<file path="config.mk">
export PLATFORM = sky130hd
export DESIGN_NAME = flit_injector
export DESIGN_NICKNAME = d
export VERILOG_FILES = /design/src/rtl/flit_injector.sv
export SDC_FILE = /design/constraint.sdc
export NUM_CORES = 1
export LEC_CHECK = 0
export CAP_MARGIN = 20
export CORE_ASPECT_RATIO = 1.75
export CORE_MARGIN = 3
export CORE_UTILIZATION = 40
export CTS_BUF_LIST = sky130_fd_sc_hd__clkbuf_8
export DETAILED_ROUTE_END_ITERATION = 7
export PLACE_DENSITY = 0.89
export SKIP_CTS_REPAIR_TIMING = 1
export SLEW_MARGIN = 10
export SYNTH_ARGS = -nofsm -noshare
export SYNTH_HDL_FRONTEND = slang
export SYNTH_SLANG_ARGS = --single-unit
</file>
<file path="constraint.sdc">
create_clock -name clk_i -period 1.95 [get_ports clk_i]
set_clock_uncertainty 0.05 [all_clocks]
set_input_delay 0.2925 -clock clk_i [delete_from_list [all_inputs] [get_ports clk_i]]
set_output_delay 0.2925 -clock clk_i [all_outputs]
set_load 0.01 [all_outputs]
</file>
<file path="src/rtl/flit_injector.sv">
// flit_injector: turns a payload stream into HEADER/BODY/TAIL flits for one NoC injection port.
// Optional: define INJ_PARITY_EN to build the flit_par_o parity output (tied low otherwise).
module flit_injector #(
    parameter int unsigned FLIT_W = 32,
    parameter logic [3:0]  SRC_ID = 4'd3
) (
    input  logic              clk_i,
    input  logic              rst_ni,
    input  logic              start_i,
    input  logic [3:0]        dest_i,
    input  logic [11:0]       pkt_len_i,
    input  logic [FLIT_W-1:0] pl_data_i,
    input  logic              pl_valid_i,
    output logic              pl_ready_o,
    input  logic              grant_i,
    input  logic              dn_full_i,
    output logic              req_o,
    output logic [2:0]        flit_type_o,
    output logic [11:0]       length_o,
    output logic [FLIT_W-1:0] flit_out_o,
    output logic              flit_valid_o,
    output logic              busy_o,
    output logic              err_o,
    output logic              flit_par_o
);

    localparam logic [2:0] TypeNone = 3'b000;
    localparam logic [2:0] TypeHead = 3'b001;
    localparam logic [2:0] TypeBody = 3'b010;
    localparam logic [2:0] TypeTail = 3'b100;

    typedef enum logic [4:0] {
        StIdle = 5'b00001,
        StReq  = 5'b00010,
        StHead = 5'b00100,
        StBody = 5'b01000,
        StTail = 5'b10000
    } state_e;

    state_e            state_q, state_d;
    logic [3:0]        dest_q, dest_d;
    logic [11:0]       len_q, len_d;
    logic [11:0]       cnt_q, cnt_d;
    logic              err_q, err_d;
    logic              link_ok;
    logic              emit;
    logic [FLIT_W-1:0] header;

    assign link_ok = grant_i & ~dn_full_i;
    assign header  = {dest_q, SRC_ID, len_q, {(FLIT_W - 20){1'b0}}};

    always_comb begin
        state_d      = state_q;
        dest_d       = dest_q;
        len_d        = len_q;
        cnt_d        = cnt_q;
        err_d        = 1'b0;
        pl_ready_o   = 1'b0;
        flit_valid_o = 1'b0;
        flit_type_o  = TypeNone;
        flit_out_o   = '0;
        emit         = 1'b0;

        unique case (state_q)
            StIdle: begin
                cnt_d = '0;
                if (start_i) begin
                    if (pkt_len_i >= 12'd2) begin
                        dest_d  = dest_i;
                        len_d   = pkt_len_i;
                        state_d = StReq;
                    end else begin
                        err_d = 1'b1;
                    end
                end
            end
            StReq: begin
                if (grant_i) begin
                    state_d = StHead;
                end
            end
            StHead: begin
                if (link_ok) begin
                    flit_valid_o = 1'b1;
                    flit_type_o  = TypeHead;
                    flit_out_o   = header;
                    cnt_d        = 12'd1;
                    state_d      = (len_q == 12'd2) ? StTail : StBody;
                end
            end
            StBody: begin
                pl_ready_o = link_ok;
                emit       = link_ok & pl_valid_i;
                if (emit) begin
                    flit_valid_o = 1'b1;
                    flit_type_o  = TypeBody;
                    flit_out_o   = pl_data_i;
                    cnt_d        = cnt_q + 12'd1;
                    // Last body flit hands over to TAIL so the final word is typed correctly.
                    if (cnt_d == len_q - 12'd1) begin
                        state_d = StTail;
                    end
                end
            end
            StTail: begin
                pl_ready_o = link_ok;
                emit       = link_ok & pl_valid_i;
                if (emit) begin
                    flit_valid_o = 1'b1;
                    flit_type_o  = TypeTail;
                    flit_out_o   = pl_data_i;
                    cnt_d        = cnt_q + 12'd1;
                    state_d      = StIdle;
                end
            end
            default: begin
                state_d = StIdle;
            end
        endcase
    end

    always_ff @(posedge clk_i or negedge rst_ni) begin
        if (!rst_ni) begin
            state_q <= StIdle;
            dest_q  <= '0;
            len_q   <= '0;
            cnt_q   <= '0;
            err_q   <= 1'b0;
        end else begin
            state_q <= state_d;
            dest_q  <= dest_d;
            len_q   <= len_d;
            cnt_q   <= cnt_d;
            err_q   <= err_d;
        end
    end

    assign req_o    = (state_q != StIdle);
    assign busy_o   = (state_q != StIdle);
    assign err_o    = err_q;
    assign length_o = len_q;

`ifdef INJ_PARITY_EN
    assign flit_par_o = flit_valid_o & (^{flit_out_o, flit_type_o});
`else
    assign flit_par_o = 1'b0;
`endif

    a_state_onehot : assert property (@(posedge clk_i) disable iff (!rst_ni) $onehot(state_q));
    a_valid_has_req : assert property (@(posedge clk_i) disable iff (!rst_ni) flit_valid_o |-> req_o);

endmodule

</file>
==> impl_results.md <==
- Crit. End Element: register
- Final non-filler cell area: around 0.0046 mm²
- Worst Setup SP: length_o[1]
- CTS sink cnt: 34
- Antenna fix cells: 0
- Failing checks: setup timing
- Finished Layout Cells: 521
- Die ar.: between 0.007 and 0.008 mm²
- Number of enable flip-flop cells after synthesis: 0
- RSZ-0062 raised after global routing: yes
- Crit-path max FO: 2
- DR WL/cell: around 21 µm
- I/O pin total: 107
- Slew HR: 0.660
- Final min period: ~2300 ps
- FF+latch count, synth: 34
- Max H-tree Level: 2
- Distinct cell type count after synthesis: 49
- Most frequent CP cell: xnor2_1
- Global placement routability congestion: 0.927
- Layout cells sized above 1: 0.458
- Final hold viol count: 0
- Die Ht: ~110 µm
- Leakage: 2.13 nW
- Cell Rows: 37
- Pre-CTS setup slack: -707 ps
- Clock root cell: clkbuf_8
- Final setup violation count: 64
- TritonCTS buffer count: 5
- Cells after synthesis: approximately 270
- CP top delay family: simple AND/OR/NAND/NOR gates
- Detailed Routing Iterations Pass 1: 5
- Startpoint Class: register
- Slowest cell on the critical path: dfrtp_2
- Global-route wire length before repair: 12600 µm
- Synth-to-layout area growth: 89.4%
- R2r startpoint: length_o[1]
- HP Class: in2async
- Routed wire length: 11000 µm
- Post-DP HPWL: 6470 µm
- CTS Buffer Depth: 2
- Max VDD drop: 0.998 mV
- Starting DRT DRC Count: 135
- Critical path class: reg2reg
- Critical path data arrival time: 2430 ps
- DP Area: 0.00396 mm²
- Final worst setup slack: -356 ps
- Worst-path cell chain: inv_2, ha_4, buf_4, nor3b_1, xnor2_1, xnor2_1, nand3_1, nor4_2, a21oi_1
- Actual slew at the worst max-slew pin: 506 ps
- Vias in the first global route: 2687
- Die X: roughly 65 µm
- Maxcap violations: 0
- FFs w/ async S/R, synth: 1.00
- Synthesized area: 0.00245 mm²
- Final slew viol count: 0
- Crit path required time: between 2000 and 2500 ps
- Final core utilization: 0.782
- CTS tree: yes
- Ys flop type: dfrtp_1
- Tcrit/Tclk final: 1.18
- Overall power: 0.00492 W
- Result of the run: finished with violations
- Fmax: 434 MHz
- Grt total ovfl: 0
- Register area share after synthesis: 0.348
- Slowest cell delay on critical path: 410 ps
- Fin nets: 499
- DR vias/cell: ~5.8
- Initial core utilization: 0.413
- Vias: about 3k
- Residual DRC count: 0
- # placed instances: about 490
- Post-Syn Area per Cell: 9.20 µm²
- ANT nets after route: 0
- Clock Latency Late Sink: 310 ps
- Largest net degree at the start of global routing: 35
- Reg clk slew, reported paths: 70 ps
- Initial antenna violation count: 0
- Gr usage total: 0.233
- Crit path buffers/inverters: 2
- IO Port Bufs: around 110
- Yosys warns: 0
- Syn nets: 323
- Core area: between 0.005 and 0.006 mm²
- Pwr per Cell Area: approximately 1100 mW/mm²
==> path summary, 6_finish.rpt <==
path	endpoint	slack, ps	cells after the start
worst max-delay path	state_q[3]	-360	9
worst max register to register	state_q[3]	-360	9
worst min register to register	dest_q[3]	480	1
min in group clk_i	dest_q[3]	480	1
worst min-delay path	cnt_q[0]	370	2
max in group asynchronous	state_q[3]	1140	2
==> sequential cells by signal (all words and copies together), names as in the netlist <==
name      cells
dest_q        4
cnt_q        12
length_o     12
err_o         1
state_q       5
==> cells in the mapped netlist, drive strengths merged (2+ instances only) <==
cell type	number	share of area
nand2	21	0.032
nor2b	4	0.010
or3	2	0.0051
o31ai	3	0.0092
dfrtp	33	0.34
nor3b	3	0.0092
nor4	11	0.042
buf	10	0.023
a21oi	5	0.010
nand4	2	0.0051
and2	16	0.041
a31oi	3	0.0077
nand2b	2	0.0051
inv	4	0.0061
xor2	8	0.029
nand3	6	0.012
o21ai	19	0.039
o22ai	2	0.0051
a22o	17	0.061
xnor2	20	0.081
clkbuf	6	0.0092
a21o	3	0.0092
or2	2	0.0051
mux2	14	0.064
and3	3	0.0077
nor3	12	0.033
ha	3	0.015
nor2	21	0.033
==> metrics by stage <==
stage	hold WS, ps	setup TNS (ps)
after floorplan	-53.1	-417
after global placement	443	-28570
after detailed placement	459	-31100
after CTS	370	-31310
after global routing	391	-13390
final	367	-10470
==> kinds of logic after synthesis <==
group	synth area share
buffers and inverters	0.0384
adders and majority gates	0.0153
and+or+nand+nor	0.261
muxes	0.0644
other	0.00153
xor gates and xnor gates	0.119
AOI/OAI and AO/OA	0.152
DFF	0.348
==> report_power, final <==
part	leakage (nW)	internal (W)	switching [W]
logic	1.65	0.00176	0.00141
clock network	0.0524	0.000279	0.000270
registers	0.428	0.000924	0.000278
total	2.13	0.00297	0.00195
==> routing by layer <==
metal | track usage | wire [µm]
met1 | 0.222 | 3460
met5 | 0 | 0
met2 | 0.459 | 6080
met3 | 0.0521 | 765
met4 | 0.105 | 674
==> layout by cell type, fill, tap and decap left out, types with 11 or more instances in the layout <==
master,synthesis,layout
clkdlybuf4s50_1,0,66
buf_4,3,55
dfrtp_1,33,28
buf_6,0,27
buf_2,6,18
a22o_1,16,16
nand2_1,21,16
nor2_1,20,15
xnor2_1,17,15
mux2_4,0,14
and2_4,0,13
o21ai_0,14,11
==> area by class of cell <==
class	instances	area, µm²
flip-flops and latches	34	858
well taps	78	97.6
clock buffers	6	82.6
multi-input cells	212	1780
repair buffers	185	1790
fillers	387	1290
clock inverters	2	8.76
inverters	4	17.5
No activity file was read; power rests on OpenSTA's default activity.
